===== config.mk =====
export PLATFORM = sky130hd
export DESIGN_NAME = two_channel_square_wave_decoder
export DESIGN_NICKNAME = d
export VERILOG_FILES = /design/src/rtl/two_channel_square_wave_decoder.sv
export SDC_FILE = /design/constraint.sdc
export NUM_CORES = 1
export LEC_CHECK = 0
export BUFFER_PORTS_ARGS = -buffer_cell sky130_fd_sc_hd__buf_4
export CELL_PAD_IN_SITES_DETAIL_PLACEMENT = 1
export CELL_PAD_IN_SITES_GLOBAL_PLACEMENT = 1
export CORE_ASPECT_RATIO = 0.6
export CORE_MARGIN = 10
export CORE_UTILIZATION = 44
export DETAILED_ROUTE_END_ITERATION = 16
export PLACE_DENSITY_LB_ADDON = 0.1
export SLEW_MARGIN = 20
export SYNTH_ARGS = -nofsm -noshare
export SYNTH_HDL_FRONTEND = slang
export SYNTH_SLANG_ARGS = --single-unit

===== constraint.sdc =====
create_clock -name clk -period 7.1 [get_ports clk]
set_clock_uncertainty 0.2 [all_clocks]
set_input_delay 2.13 -clock clk [delete_from_list [all_inputs] [get_ports clk]]
set_output_delay 2.13 -clock clk [all_outputs]
set_load 0.005 [all_outputs]

===== src/rtl/two_channel_square_wave_decoder.sv =====
// Two independent square-wave divisor decoders.
// A channel locks once two consecutive half periods agree.
module sqw_chan_stage (
  input  logic       clk,
  input  logic       rst_n,
  input  logic       sq,
  output logic [7:0] div,
  output logic       valid,
  output logic       upd
);
  typedef enum logic [1:0] {IDLE, FIRST, MEAS, LOCK} state_t;

  state_t     state, state_n;
  logic       s1, s2, prev, tog;
  logic [8:0] cnt;
  logic [7:0] cand, cand_n, div_n, hm1;
  logic       valid_n, in_rng;

  assign tog    = s2 != prev;
  assign hm1    = 8'(cnt - 9'd1);
  assign in_rng = (cnt >= 9'd2) && (cnt <= 9'd256);

  always_ff @(posedge clk) begin
    if (!rst_n) begin
      s1    <= 1'b0;
      s2    <= 1'b0;
      prev  <= 1'b0;
      cnt   <= 9'd0;
      state <= IDLE;
      cand  <= 8'd0;
      div   <= 8'd0;
      valid <= 1'b0;
      upd   <= 1'b0;
    end else begin
      s1    <= sq;
      s2    <= s1;
      prev  <= s2;
      if (tog)
        cnt <= 9'd1;
      else if (cnt != 9'd511)
        cnt <= cnt + 9'd1;
      state <= state_n;
      cand  <= cand_n;
      div   <= div_n;
      valid <= valid_n;
      upd   <= (div_n != div) || (valid_n != valid);
    end
  end

  always_comb begin
    state_n = state;
    cand_n  = cand;
    div_n   = div;
    valid_n = valid;
    if (tog) begin
      if (state == IDLE) begin
        state_n = FIRST;
      end else if (cnt == 9'd1) begin
        // one-cycle pulse: restart measurement, keep last divisor
        state_n = FIRST;
        valid_n = 1'b0;
      end else if (in_rng) begin
        unique case (state)
          FIRST: begin
            cand_n  = hm1;
            state_n = MEAS;
          end
          MEAS: begin
            if (hm1 == cand) begin
              state_n = LOCK;
              div_n   = cand;
              valid_n = 1'b1;
            end else begin
              cand_n = hm1;
            end
          end
          LOCK: begin
            if (hm1 != cand) begin
              cand_n  = hm1;
              state_n = MEAS;
              valid_n = 1'b0;
            end
          end
          default: ;
        endcase
      end
    end else if (state != IDLE && cnt == 9'd257) begin
      state_n = IDLE;
      div_n   = 8'd0;
      valid_n = 1'b0;
    end
  end
endmodule

module two_channel_square_wave_decoder (
  input  logic       clk,
  input  logic       rst_n,
  input  logic       sq_a,
  input  logic       sq_b,
  output logic [7:0] div_a,
  output logic       valid_a,
  output logic       upd_a,
  output logic [7:0] div_b,
  output logic       valid_b,
  output logic       upd_b
);
  sqw_chan_stage u_a (
    .clk   (clk),
    .rst_n (rst_n),
    .sq    (sq_a),
    .div   (div_a),
    .valid (valid_a),
    .upd   (upd_a)
  );

  sqw_chan_stage u_b (
    .clk   (clk),
    .rst_n (rst_n),
    .sq    (sq_b),
    .div   (div_b),
    .valid (valid_b),
    .upd   (upd_b)
  );
endmodule


==> results of run 1 <==
==> cell families after synthesis <==
family                     share of synthesized area, %
and+or+nand+nor                                    21.8
AOI/OAI and AO/OA                                  21.2
DFF                                                33.1
buffers and inverters                              5.92
xor gates and xnor gates                           11.5
adders and majority gates                          4.86
muxes                                              1.59
==> critical path: stages <==
cell,delay [ps]
buf_4,190
inv_1,420
buf_4,320
o22ai_2,170
a22o_1,220
==> report_power, final <==
part | internal [mW] | switching (mW) | leakage [nW] | total, mW
clock network | 0.307 | 0.162 | 0.150 | 0.469
registers | 0.365 | 0.0107 | 0.518 | 0.376
logic | 0.0449 | 0.0677 | 1.01 | 0.113
total | 0.717 | 0.240 | 1.68 | 0.958
==> stage by stage <==
step | utilization [%] | power (mW)
floorplan | - | 0.469
CTS | 51.5 | 0.967
global placement | 47.8 | 0.491
finish | 51.5 | 0.958
detailed placement | 47.8 | 0.495
global route | 51.5 | 0.997
==> worst max path at each step <==
stage / startpoint / to / slack, ps / cells after the start
after floorplan: rst_n / u_a.upd / 3970 / 4
after global placement: rst_n / u_b.state[0] / 3350 / 5
after detailed placement: rst_n / u_a.div[2] / 3300 / 5
after CTS: u_a.cnt[0] / u_a.cand[2] / 3560 / 9
after global routing: u_a.cnt[0] / u_a.cand[5] / 3490 / 10
final: rst_n / u_a.div[2] / 3660 / 5
==> Yosys cell counts (all sizes together) (6+ instances only) <==
cell / count / area [µm²]
nand2: 25 / 101
xnor2: 21 / 184
dfxtp: 64 / 1280
a211oi: 13 / 133
ha: 15 / 188
and2: 9 / 56.3
a21oi: 7 / 35.0
clkbuf: 10 / 37.5
nor4: 10 / 92.6
o21ai: 6 / 30.0
nand4: 6 / 52.6
a22o: 17 / 149
nor3: 10 / 55.1
nor2: 52 / 195
inv: 31 / 116
xor2: 22 / 193
buf: 13 / 75.1
nand3: 13 / 65.1
==> cell type report <==
cell class | instances | area [µm²] | area share (%)
Multi-Input combinational cell | 314 | 2350 | 53.6
Sequential cell | 64 | 1280 | 29.2
Clock buffer | 11 | 233 | 5.30
Timing Repair Buffer | 25 | 185 | 4.22
Tap cell | 112 | 140 | 3.19
Inverter | 31 | 116 | 2.65
Clock inverter | 5 | 81.3 | 1.85
==> cell usage in the layout, fill, tap and decap left out, types with 3 or more instances in the layout <==
cell / n
a22o_1: 17
nand2_1: 24
nor2_1: 52
ha_1: 15
nor3b_1: 4
o31ai_1: 4
or3_1: 4
a31oi_1: 5
inv_1: 31
o21ai_0: 5
a21oi_1: 7
nand4_1: 5
xnor3_1: 3
clkbuf_16: 9
a211o_1: 3
a211oi_2: 7
o22ai_1: 4
xnor2_1: 21
nor4_1: 8
nor2b_1: 3
nand3_1: 13
mux2i_1: 5
and2_1: 9
a22oi_1: 4
dfxtp_1: 64
nor3_1: 9
xor2_1: 22
a211oi_1: 6
buf_4: 24
o21bai_1: 4
==> metal layers <==
| metal | part of all wire, % | vias to the layer above | GRT usage (%) |
|---|---|---|---|
| met5 | 0 | - | 0 |
| met4 | 1.0 | 0 | 4.79 |
| met3 | 6.5 | 11 | 4.69 |
| met2 | 37 | 78 | 21.0 |
| met1 | 56 | 1540 | 25.5 |
| li1 | - | 1587 | - |
==> registers in the layout (all words and copies together) (netlist names), 2 cells and up <==
| name | cells |
|---|---|
| u_a.cand | 8 |
| u_b.cnt | 9 |
| u_b.state | 2 |
| u_b.div | 8 |
| u_a.div | 8 |
| u_b.cand | 8 |
| u_a.cnt | 9 |
| u_a.state | 2 |
==> metrics.txt, run 1 <==
# TYPE chip_impl_metric gauge
chip_impl_metric{name="placeableCoreArea",unit="mm²"} 0.00852
chip_impl_metric{name="worst_slew_margin_rel",unit="%"} 52.2
chip_impl_metric{name="clk-insertion-delay-late",unit="ps"} 330
chip_impl_metric{name="area_growth",unit="%"} 13.6
chip_impl_metric{name="floorplan.io_pins",unit=""} 24
chip_impl_info{name="worstHoldEndpoint",value="u_a.s2"} 1
chip_impl_metric{name="ys_seq_elements",unit=""} 64
chip_impl_metric{name="cts.sinks",unit=""} 64
chip_impl_metric{name="initial_antenna_violation_count",unit=""} 0
chip_impl_info{name="result_of_the_run",value="completed"} 1
chip_impl_metric{name="num_rows",unit=""} 26
chip_impl_metric{name="route.antenna.remaining_nets",unit=""} 0
chip_impl_metric{name="filler_cells_inserted",unit=""} 994
chip_impl_metric{name="layout_worst_path_cycle_share",unit="%"} 48.5
chip_impl_metric{name="dpl.cell_count",unit=""} 545
chip_impl_metric{name="globalRoute.totalOverflow",unit=""} 0
chip_impl_metric{name="postPlaceCellArea",unit="mm²"} 0.00407
chip_impl_metric{name="h-tree-depth",unit=""} 3
chip_impl_metric{name="synth_warnings",unit=""} 0
chip_impl_metric{name="cts_max_path_buffers",unit=""} 2
chip_impl_metric{name="floorplan.die.width",unit="µm"} 141
chip_impl_metric{name="vias",unit=""} 3216
chip_impl_metric{name="antenna_cells",unit=""} 0
chip_impl_metric{name="totalNegativeSetupSlack",unit="ps"} 0
chip_impl_metric{name="layout-drive-gt1-share",unit="%"} 14.2
chip_impl_info{name="cts_tree",value="yes"} 1
chip_impl_metric{name="worst_ir_drop_vdd",unit="µV"} 125
chip_impl_metric{name="worstPathArrival",unit="ps"} 3470
chip_impl_info{name="hp-class",value="reg -> reg"} 1
chip_impl_metric{name="dr_vias_cell",unit=""} 5.72
chip_impl_metric{name="yosys.cell_types.count",unit=""} 76
chip_impl_metric{name="dr.first_iter.drc_count",unit=""} 219
chip_impl_metric{name="drtPass1Iterations",unit=""} 4
chip_impl_metric{name="cts_inserted_buffers",unit=""} 9
chip_impl_metric{name="worst_slew_pin_slew",unit="ps"} 715
chip_impl_info{name="crit_path_end_kind",value="flip-flop"} 1
chip_impl_metric{name="required",unit="ps"} 7120
chip_impl_metric{name="worstHoldPathCells",unit=""} 1
chip_impl_metric{name="reg2regPathDepth",unit=""} 10
chip_impl_metric{name="wire_length_of_the_first_global_routing_pass",unit="µm"} 17500
chip_impl_metric{name="synth-edff-count",unit=""} 0
chip_impl_metric{name="floorplan.die_area",unit="mm²"} 0.0131
chip_impl_metric{name="gp_congestion",unit=""} 0.840
chip_impl_metric{name="starting_utilization_of_the_core_area",unit="%"} 45.3
chip_impl_metric{name="powerDensity",unit="mW/mm²"} 218
chip_impl_info{name="clock_tree.root_cell",value="clkbuf_16"} 1
chip_impl_info{name="timing.rr.start",value="u_a.cnt[0]"} 1
chip_impl_info{name="critPathLaunchType",value="input port"} 1
chip_impl_metric{name="fin_worst_hold_slack",unit="ps"} 243
chip_impl_metric{name="finalNetCount",unit=""} 464
chip_impl_metric{name="routed_wire_length_per_instance",unit="µm"} 18.8
chip_impl_metric{name="cts.clk_slew.worst_paths",unit="ps"} 50
chip_impl_metric{name="worst-path-max-fanout",unit=""} 22
chip_impl_metric{name="detailedPlace.worstSlack",unit="ps"} 3300
chip_impl_metric{name="post_cts_buffers",unit=""} 0
chip_impl_metric{name="postLayoutCellArea",unit="mm²"} 0.00439
chip_impl_metric{name="synth.avg_cell_area",unit="µm²"} 8.95
chip_impl_metric{name="setup_slack",unit="ps"} 3660
chip_impl_metric{name="postCtsResizedCells",unit=""} 0
chip_impl_metric{name="timing.final.setup_violations",unit=""} 0
chip_impl_metric{name="synth.cell_area",unit="mm²"} 0.00386
chip_impl_metric{name="grt_pass1_vias",unit=""} 3199
chip_impl_metric{name="ff2ff_setup_slack",unit="ps"} 3810
chip_impl_metric{name="grt_start_max_net_pins",unit=""} 23
chip_impl_metric{name="die_h",unit="µm"} 92.6
chip_impl_metric{name="dp.final_hpwl",unit="µm"} 8030
chip_impl_metric{name="hold_viol_final",unit=""} 0
chip_impl_metric{name="final_cell_count_no_fill",unit=""} 562
chip_impl_metric{name="synthArstFlopShare",unit="%"} 0
chip_impl_metric{name="synth.net_count",unit=""} 451
chip_impl_metric{name="leakagePower",unit="nW"} 1.68
chip_impl_metric{name="drc",unit=""} 0
chip_impl_info{name="grt_setup_unrepaired",value="no"} 1
chip_impl_metric{name="timing.final.crit_period",unit="ps"} 3440
chip_impl_info{name="worstSetupPathType",value="in -> reg"} 1
chip_impl_metric{name="drv.max_cap_violation_count",unit=""} 0
chip_impl_info{name="synth_top_flop_cell",value="dfxtp_1"} 1
chip_impl_metric{name="proportion_of_synthesized_chip_area_in_sequential_cells",unit="%"} 33.1
chip_impl_metric{name="totalWireLength",unit="µm"} 10600
chip_impl_metric{name="cell_count_after_synthesis",unit=""} 432
chip_impl_metric{name="grtUsageTotal",unit="%"} 16.5
chip_impl_metric{name="buffers_added_on_ports",unit=""} 23
chip_impl_metric{name="slew_viol_final",unit=""} 0
chip_impl_metric{name="cts_hold_buffers",unit=""} 0
chip_impl_info{name="regToRegEndpoint",value="u_a.cand[5]"} 1
chip_impl_info{name="holdCritStartpoint",value="u_a.s1"} 1
chip_impl_metric{name="max_clock_freq",unit="GHz"} 0.290
Note: power is estimated with default switching activity, not from simulation.
==> run 2, diff against run 1 <==
==> constraint.sdc (replaced) <==
create_clock -name clk -period 3.5 [get_ports clk]
set_clock_uncertainty 0.2 [all_clocks]
set_input_delay 1.05 -clock clk [delete_from_list [all_inputs] [get_ports clk]]
set_output_delay 1.05 -clock clk [all_outputs]
set_load 0.005 [all_outputs]
==> run 2 against run 1 <==
Effect of this change:
- final area rose by 0.91%
- critical endpoint is now u_b.div[3]
- total power rose by 110%
- largest cell class unchanged
- global-route usage rose by 0.81 points
- wire length rose by 4.1%
==> metrics.txt, run 2 (synthesis results as in run 1) <==
# TYPE chip_impl_metric gauge
chip_impl_info{name="crit_path_end_kind",value="flip-flop"} 1
chip_impl_metric{name="slew_viol_final",unit=""} 0
chip_impl_metric{name="hold_viol_final",unit=""} 0
chip_impl_metric{name="timing.final.crit_period",unit="ps"} 3170
chip_impl_metric{name="seqPwrFrac",unit="%"} 38.7
chip_impl_info{name="grt_setup_unrepaired",value="no"} 1
chip_impl_metric{name="area.sequential",unit="mm²"} 0.00128
chip_impl_metric{name="drv.max_cap_violation_count",unit=""} 0
chip_impl_metric{name="dp.final_hpwl",unit="µm"} 8160
chip_impl_metric{name="setup_slack",unit="ps"} 328
chip_impl_metric{name="clk-insertion-delay-late",unit="ps"} 330
chip_impl_metric{name="die_h",unit="µm"} 92.6
chip_impl_metric{name="worst_slew_pin_slew",unit="ps"} 712
chip_impl_info{name="worstSetupPathType",value="reg -> reg"} 1
chip_impl_info{name="registers_with_the_most_flip_flops",value="u_a.cnt: 9 flops, u_b.cnt: 9 flops"} 1
chip_impl_metric{name="floorplan.die_area",unit="mm²"} 0.0131
chip_impl_metric{name="wire_length_of_the_first_global_routing_pass",unit="µm"} 18500
chip_impl_metric{name="dr.first_iter.drc_count",unit=""} 217
chip_impl_metric{name="cts_max_path_buffers",unit=""} 2
chip_impl_metric{name="postCtsResizedCells",unit=""} 0
chip_impl_metric{name="post_cts_buffers",unit=""} 0
chip_impl_metric{name="detailedPlace.worstSlack",unit="ps"} 373
chip_impl_metric{name="drc",unit=""} 0
chip_impl_info{name="critPathLaunchType",value="flip-flop"} 1
chip_impl_metric{name="h-tree-depth",unit=""} 3
chip_impl_metric{name="route.antenna.remaining_nets",unit=""} 0
chip_impl_metric{name="num_rows",unit=""} 26
chip_impl_info{name="worstPathCellList",value="inv_1, ha_1, xnor2_1, a211o_1, a2111oi_4, nand4_4, o311ai_4, nand2_4, a22o_1"} 1
chip_impl_metric{name="cts.sinks",unit=""} 64
chip_impl_metric{name="dr_vias_cell",unit=""} 5.88
chip_impl_metric{name="critical_path.max_stage_delay",unit="ps"} 560
chip_impl_metric{name="powerDensity",unit="mW/mm²"} 445
chip_impl_metric{name="layout-drive-gt1-share",unit="%"} 15.0
chip_impl_info{name="most_common_cell_after_layout_fill_and_taps_aside",value="dfxtp_1"} 1
chip_impl_info{name="timing.critical_path.max_delay_family",value="compound AO/OA/AOI/OAI gates"} 1
chip_impl_metric{name="worstPathArrival",unit="ps"} 3180
chip_impl_metric{name="filler_cells_inserted",unit=""} 988
chip_impl_info{name="hp-class",value="reg -> reg"} 1
chip_impl_metric{name="totalNegativeSetupSlack",unit="ps"} 0
chip_impl_metric{name="timing.final.setup_violations",unit=""} 0
chip_impl_info{name="cts_tree",value="yes"} 1
chip_impl_metric{name="globalRoute.totalOverflow",unit=""} 0
chip_impl_metric{name="cp_num_buf_inv",unit=""} 1
chip_impl_metric{name="postLayoutCellArea",unit="mm²"} 0.00443
chip_impl_metric{name="power_switching_share",unit="%"} 24.4
chip_impl_metric{name="power_report.internal_total",unit="mW"} 1.49
chip_impl_metric{name="finalNetCount",unit=""} 468
chip_impl_metric{name="worst_ir_drop_vdd",unit="µV"} 261
chip_impl_metric{name="postPlaceCellArea",unit="mm²"} 0.00411
chip_impl_metric{name="max_clock_freq",unit="GHz"} 0.315
chip_impl_metric{name="cts_hold_buffers",unit=""} 0
chip_impl_metric{name="buffers_added_on_ports",unit=""} 23
chip_impl_metric{name="worst-path-max-fanout",unit=""} 10
chip_impl_metric{name="worst_slew_margin_rel",unit="%"} 52.4
chip_impl_info{name="clock_tree.root_cell",value="clkbuf_16"} 1
chip_impl_metric{name="cts.clk_slew.worst_paths",unit="ps"} 60
chip_impl_metric{name="clock_power_share",unit="%"} 49.6
chip_impl_metric{name="area_growth",unit="%"} 14.7
chip_impl_metric{name="gp_congestion",unit=""} 0.855
chip_impl_metric{name="floorplan.io_pins",unit=""} 24
chip_impl_metric{name="placeableCoreArea",unit="mm²"} 0.00852
chip_impl_metric{name="combinationalPowerShare",unit="%"} 11.7
chip_impl_metric{name="area_of_the_multi_input_gates",unit="mm²"} 0.00235
chip_impl_metric{name="layout_worst_path_cycle_share",unit="%"} 90.6
chip_impl_metric{name="initial_antenna_violation_count",unit=""} 0
chip_impl_metric{name="floorplan.die.width",unit="µm"} 141
chip_impl_metric{name="leakagePower",unit="nW"} 1.71
chip_impl_metric{name="routed_wire_length_per_instance",unit="µm"} 19.5
chip_impl_metric{name="switching_power",unit="mW"} 0.481
chip_impl_info{name="most-common-layout-cells",value="dfxtp_1 (64), nor2_1 (52), inv_1 (31), buf_4 (29), nand2_1 (24)"} 1
chip_impl_metric{name="totalWireLength",unit="µm"} 11000
chip_impl_metric{name="grt_start_max_net_pins",unit=""} 23
chip_impl_metric{name="grt_pass1_vias",unit=""} 3376
chip_impl_metric{name="starting_utilization_of_the_core_area",unit="%"} 45.3
chip_impl_metric{name="antenna_cells",unit=""} 0
chip_impl_metric{name="required",unit="ps"} 3510
chip_impl_metric{name="grtUsageTotal",unit="%"} 17.3
chip_impl_metric{name="finalCoreUtilization",unit="%"} 52.0
chip_impl_metric{name="cts_inserted_buffers",unit=""} 9
chip_impl_metric{name="vias",unit=""} 3325
chip_impl_metric{name="drtPass1Iterations",unit=""} 4
chip_impl_info{name="result_of_the_run",value="completed"} 1
chip_impl_info{name="worst_path_max_delay_cell",value="dfxtp_1"} 1
==> run 2: cell count changes in the layout (fill, tap and decap cells not counted), sizes merged <==
cell      change
buf           +4
clkbuf        +1
clkinv        -1
clkinvlp      -1
==> run 2: worst paths after layout <==
check / slack, ps / cells past startpoint / end / startpoint
setup / recovery: 330 / 9 / u_b.div[3] / u_b.cnt[0]
hold / removal: 240 / 1 / u_a.s2 / u_a.s1
setup reg to reg: 330 / 9 / u_b.div[3] / u_b.cnt[0]
hold reg to reg: 240 / 1 / u_a.s2 / u_a.s1
==> run 2: final cells by class <==
class,instances,area share (%)
Clock buffer,12,5.79
Clock inverter,3,1.47
Inverter,31,2.63
Multi-Input combinational cell,314,53.1
Sequential cell,64,28.9
Tap cell,112,3.16
Timing Repair Buffer,29,4.91
==> run 2: power groups by stage <==
stage	Combinational (mW)	Sequential (mW)	Clock [mW]
after floorplan	0.185	0.766	0
after CTS	0.229	0.763	0.999
final	0.231	0.763	0.978
after detailed placement	0.226	0.778	0
after global placement	0.220	0.777	0
after global routing	0.253	0.765	1.03
==> run 2: metrics by stage <==
stage	total power [mW]	hold WS [ps]	std cells
2_1_floorplan	0.951	212	432
3_3_place_gp	0.996	218	550
3_5_place_dp	1.00	235	550
4_1_cts	1.99	246	565
5_1_grt	2.05	263	565
6_report	1.97	239	565
==> run 2: metal layers <==
layer  share of wire, %  wire (µm)  track usage (%)
met5                  0          0                0
met4               0.59         65             4.62
met2                 39       4270             23.5
met3                5.5        606             4.44
met1                 55       6060             26.0
==> run 3, diff against run 2 <==
--- a/config.mk
+++ b/config.mk
@@ -16,4 +16,5 @@
 export SLEW_MARGIN = 20
 export SYNTH_ARGS = -nofsm -noshare
 export SYNTH_HDL_FRONTEND = slang
+export SYNTH_HIERARCHICAL = 1
 export SYNTH_SLANG_ARGS = --single-unit
==> run 3 against run 2 <==
Effect of this change:
- synthesized cell count is 2.3% lower
- global-route usage decreased by 0.42 points
- non-clock buffer count decreased by 2
- sequential power rose by 0.5%
- sequential cell count unchanged
- via count is 3.0% lower
- total power down 9.7%
- hold slack gained 3.7 ps
- utilization down 1.4 points
- setup slack better by 82 ps
==> metrics.txt, run 3 <==
# TYPE chip_impl_metric gauge
chip_impl_info{name="hp-class",value="reg -> reg"} 1
chip_impl_metric{name="required",unit="ps"} 3570
chip_impl_metric{name="num_rows",unit=""} 26
chip_impl_metric{name="slew_viol_final",unit=""} 0
chip_impl_info{name="ys_top_cells_by_count",value="dfxtp_1 (64), nor2_1 (34), inv_1 (32), xor2_1 (26), a21oi_1 (20)"} 1
chip_impl_metric{name="starting_utilization_of_the_core_area",unit="%"} 45.1
chip_impl_metric{name="antenna_cells",unit=""} 0
chip_impl_metric{name="totalNegativeSetupSlack",unit="ps"} 0
chip_impl_metric{name="proportion_of_synthesized_chip_area_in_sequential_cells",unit="%"} 33.5
chip_impl_info{name="synth_top_cell_by_area",value="dfxtp_1"} 1
chip_impl_info{name="timing.rr.start",value="u_a/cnt[0]"} 1
chip_impl_metric{name="synth.cell_area",unit="mm²"} 0.00383
chip_impl_info{name="regToRegEndpoint",value="u_a/div[4]"} 1
chip_impl_info{name="critPathLaunchType",value="flip-flop"} 1
chip_impl_info{name="worst_path_max_delay_cell",value="dfxtp_1"} 1
chip_impl_metric{name="cts.clk_slew.worst_paths",unit="ps"} 50
chip_impl_metric{name="synth.net_count",unit=""} 442
chip_impl_metric{name="wire_length_of_the_first_global_routing_pass",unit="µm"} 17800
chip_impl_metric{name="leakagePower",unit="nW"} 1.68
chip_impl_metric{name="drv.max_cap_violation_count",unit=""} 0
chip_impl_metric{name="fin_total_pwr",unit="mW"} 1.78
chip_impl_info{name="worstPathCellList",value="inv_1, ha_1, xor2_1, xnor2_1, o211ai_2, nor4_4, and3_4, and3_1, a32o_1"} 1
chip_impl_metric{name="synth_warnings",unit=""} 6
chip_impl_metric{name="hold_viol_final",unit=""} 0
chip_impl_info{name="worstSetupPathType",value="reg -> reg"} 1
chip_impl_metric{name="powerDensity",unit="mW/mm²"} 415
chip_impl_metric{name="buffers_added_on_ports",unit=""} 23
chip_impl_metric{name="worst-path-max-fanout",unit=""} 9
chip_impl_metric{name="postCtsResizedCells",unit=""} 0
chip_impl_info{name="cts_tree",value="yes"} 1
chip_impl_metric{name="cts_hold_buffers",unit=""} 0
chip_impl_metric{name="floorplan.die_area",unit="mm²"} 0.0130
chip_impl_info{name="cell_types_occupying_the_most_area_after_synthesis",value="dfxtp_1 (33%), xor2_1 (5.9%), ha_1 (5.2%)"} 1
chip_impl_info{name="most-common-layout-cells",value="dfxtp_1 (64), nor2_1 (34), inv_1 (32), buf_4 (27), xor2_1 (26)"} 1
chip_impl_metric{name="worstPathArrival",unit="ps"} 3160
chip_impl_metric{name="cts_max_path_buffers",unit=""} 2
chip_impl_info{name="most_common_cell_after_layout_fill_and_taps_aside",value="dfxtp_1"} 1
chip_impl_metric{name="ff2ff_setup_slack",unit="ps"} 410
chip_impl_info{name="holdCritStartpoint",value="u_a/s1"} 1
chip_impl_metric{name="worst_slew_pin_slew",unit="ps"} 733
chip_impl_metric{name="ys_seq_elements",unit=""} 64
chip_impl_metric{name="floorplan.io_pins",unit=""} 24
chip_impl_info{name="synth_top_flop_cell",value="dfxtp_1"} 1
chip_impl_metric{name="area_growth",unit="%"} 12.1
chip_impl_metric{name="layout_worst_path_cycle_share",unit="%"} 88.3
chip_impl_metric{name="synth.avg_cell_area",unit="µm²"} 9.07
chip_impl_metric{name="route.antenna.remaining_nets",unit=""} 0
chip_impl_metric{name="timing.final.crit_period",unit="ps"} 3090
chip_impl_metric{name="synth-edff-count",unit=""} 0
chip_impl_metric{name="floorplan.die.width",unit="µm"} 140
chip_impl_metric{name="dr.first_iter.drc_count",unit=""} 198
chip_impl_metric{name="die_h",unit="µm"} 92.3
chip_impl_metric{name="finalNetCount",unit=""} 458
chip_impl_info{name="crit_path_end_kind",value="flip-flop"} 1
chip_impl_metric{name="timing.final.setup_violations",unit=""} 0
chip_impl_metric{name="cts_inserted_buffers",unit=""} 9
chip_impl_metric{name="synthArstFlopShare",unit="%"} 0
chip_impl_info{name="result_of_the_run",value="completed"} 1
chip_impl_info{name="grt_setup_unrepaired",value="no"} 1
chip_impl_metric{name="yosys.cell_types.count",unit=""} 50
chip_impl_metric{name="globalRoute.totalOverflow",unit=""} 0
chip_impl_metric{name="routed_wire_length_per_instance",unit="µm"} 19.6
chip_impl_info{name="timing.critical_path.max_delay_family",value="simple AND/OR/NAND/NOR gates"} 1
chip_impl_metric{name="worst_slew_margin_rel",unit="%"} 50.9
chip_impl_metric{name="initial_antenna_violation_count",unit=""} 0
chip_impl_metric{name="worstHoldPathCells",unit=""} 1
chip_impl_metric{name="totalWireLength",unit="µm"} 10900
chip_impl_info{name="registers_with_the_most_flip_flops",value="u_a/cnt: 9 flops, u_b/cnt: 9 flops"} 1
chip_impl_metric{name="critical_path.max_stage_delay",unit="ps"} 560
chip_impl_metric{name="worst_ir_drop_vdd",unit="µV"} 284
chip_impl_metric{name="vias",unit=""} 3225
chip_impl_metric{name="fin_worst_hold_slack",unit="ps"} 243
chip_impl_metric{name="synth_top_area_share",unit="%"} 33.5
chip_impl_info{name="clock_tree.root_cell",value="clkbuf_16"} 1
chip_impl_metric{name="reg2regPathDepth",unit=""} 9
chip_impl_metric{name="layout-drive-gt1-share",unit="%"} 14.2
chip_impl_metric{name="dp.final_hpwl",unit="µm"} 8160
chip_impl_metric{name="h-tree-depth",unit=""} 3
chip_impl_metric{name="cell_count_after_synthesis",unit=""} 422
chip_impl_metric{name="cts.sinks",unit=""} 64
chip_impl_metric{name="post_cts_buffers",unit=""} 0
chip_impl_metric{name="placeableCoreArea",unit="mm²"} 0.00849
chip_impl_metric{name="drtPass1Iterations",unit=""} 6
chip_impl_metric{name="dr_vias_cell",unit=""} 5.81
chip_impl_metric{name="cp_num_buf_inv",unit=""} 1
chip_impl_metric{name="grtUsageTotal",unit="%"} 16.9
chip_impl_metric{name="clk-insertion-delay-late",unit="ps"} 330
chip_impl_metric{name="drc",unit=""} 0
chip_impl_info{name="worstHoldEndpoint",value="u_a/s2"} 1
chip_impl_metric{name="grt_start_max_net_pins",unit=""} 35
chip_impl_info{name="most_frequent_cell_after_synthesis",value="dfxtp_1"} 1
chip_impl_metric{name="gp_congestion",unit=""} 0.834
chip_impl_metric{name="max_clock_freq",unit="GHz"} 0.324
chip_impl_metric{name="grt_pass1_vias",unit=""} 3189
run 3: changes by cell type in the layout (fill, tap and decap cells not counted), sizes merged, moves of 5 or more:
cell,before,now
a32o,2,16
nor3,10,4
a22o,17,0
nand2,25,14
o21ai,6,14
and3,2,8
nor2,52,36
a211oi,13,18
a21oi,7,20
run 3: worst max path at each step:
stage,cells past startpoint,from,to
after global placement,9,u_a/cnt[0],u_a/div[7]
after global routing,9,u_a/cnt[0],u_a/div[4]
after CTS,9,u_a/cnt[0],u_a/div[4]
after detailed placement,9,u_a/cnt[0],u_a/div[4]
after floorplan,10,u_a/cnt[0],u_a/div[0]
final,9,u_a/cnt[0],u_a/div[4]
run 3: cell type report:
| class | count | area (µm²) |
|---|---|---|
| inverter | 32 | 120 |
| clock inverter | 4 | 20.0 |
| clock buffer | 12 | 246 |
| fill | 995 | 4200 |
| tap | 112 | 140 |
| sequential | 64 | 1280 |
| timing repair buffer | 27 | 203 |
| multi-input combinational | 304 | 2280 |
run 3: kinds of logic (layout without fill, tap and decap cells):
kind of cell / after synthesis / count (layout) / synth area share (%)
muxes: 6 / 6 / 1.57
AOI/OAI and AO/OA: 110 / 110 / 21.5
xor gates and xnor gates: 46 / 46 / 11.2
adders and majority gates: 16 / 16 / 5.23
and+or+nand+nor: 126 / 126 / 20.1
buffers and inverters: 54 / 75 / 6.93
DFF: 64 / 64 / 33.5
run 3: layer usage:
layer | part of all wire (%) | track usage [%] | vias to the layer above
li1 | - | - | 1564
met4 | 0.84 | 4.97 | 0
met1 | 57 | 26.6 | 1563
met5 | 0 | 0 | -
met3 | 5.5 | 4.79 | 12
met2 | 36 | 20.7 | 86
run 3: power breakdown:
| group | total, mW | leakage, nW | internal (mW) | switching (mW) |
|---|---|---|---|---|
| sequential | 0.767 | 0.518 | 0.742 | 0.0246 |
| clock | 0.798 | 0.136 | 0.493 | 0.305 |
| combinational | 0.216 | 1.02 | 0.0844 | 0.132 |
| total | 1.78 | 1.68 | 1.32 | 0.461 |
run 3: per-stage QoR:
step	instances	area [µm²]	setup slack [ps]	util [%]
after detailed placement	539	4030	455	47.4
after CTS	555	4290	439	50.6
after global routing	555	4290	265	50.6
after floorplan	422	3830	949	-
final	555	4290	410	50.6
after global placement	539	4030	554	47.4
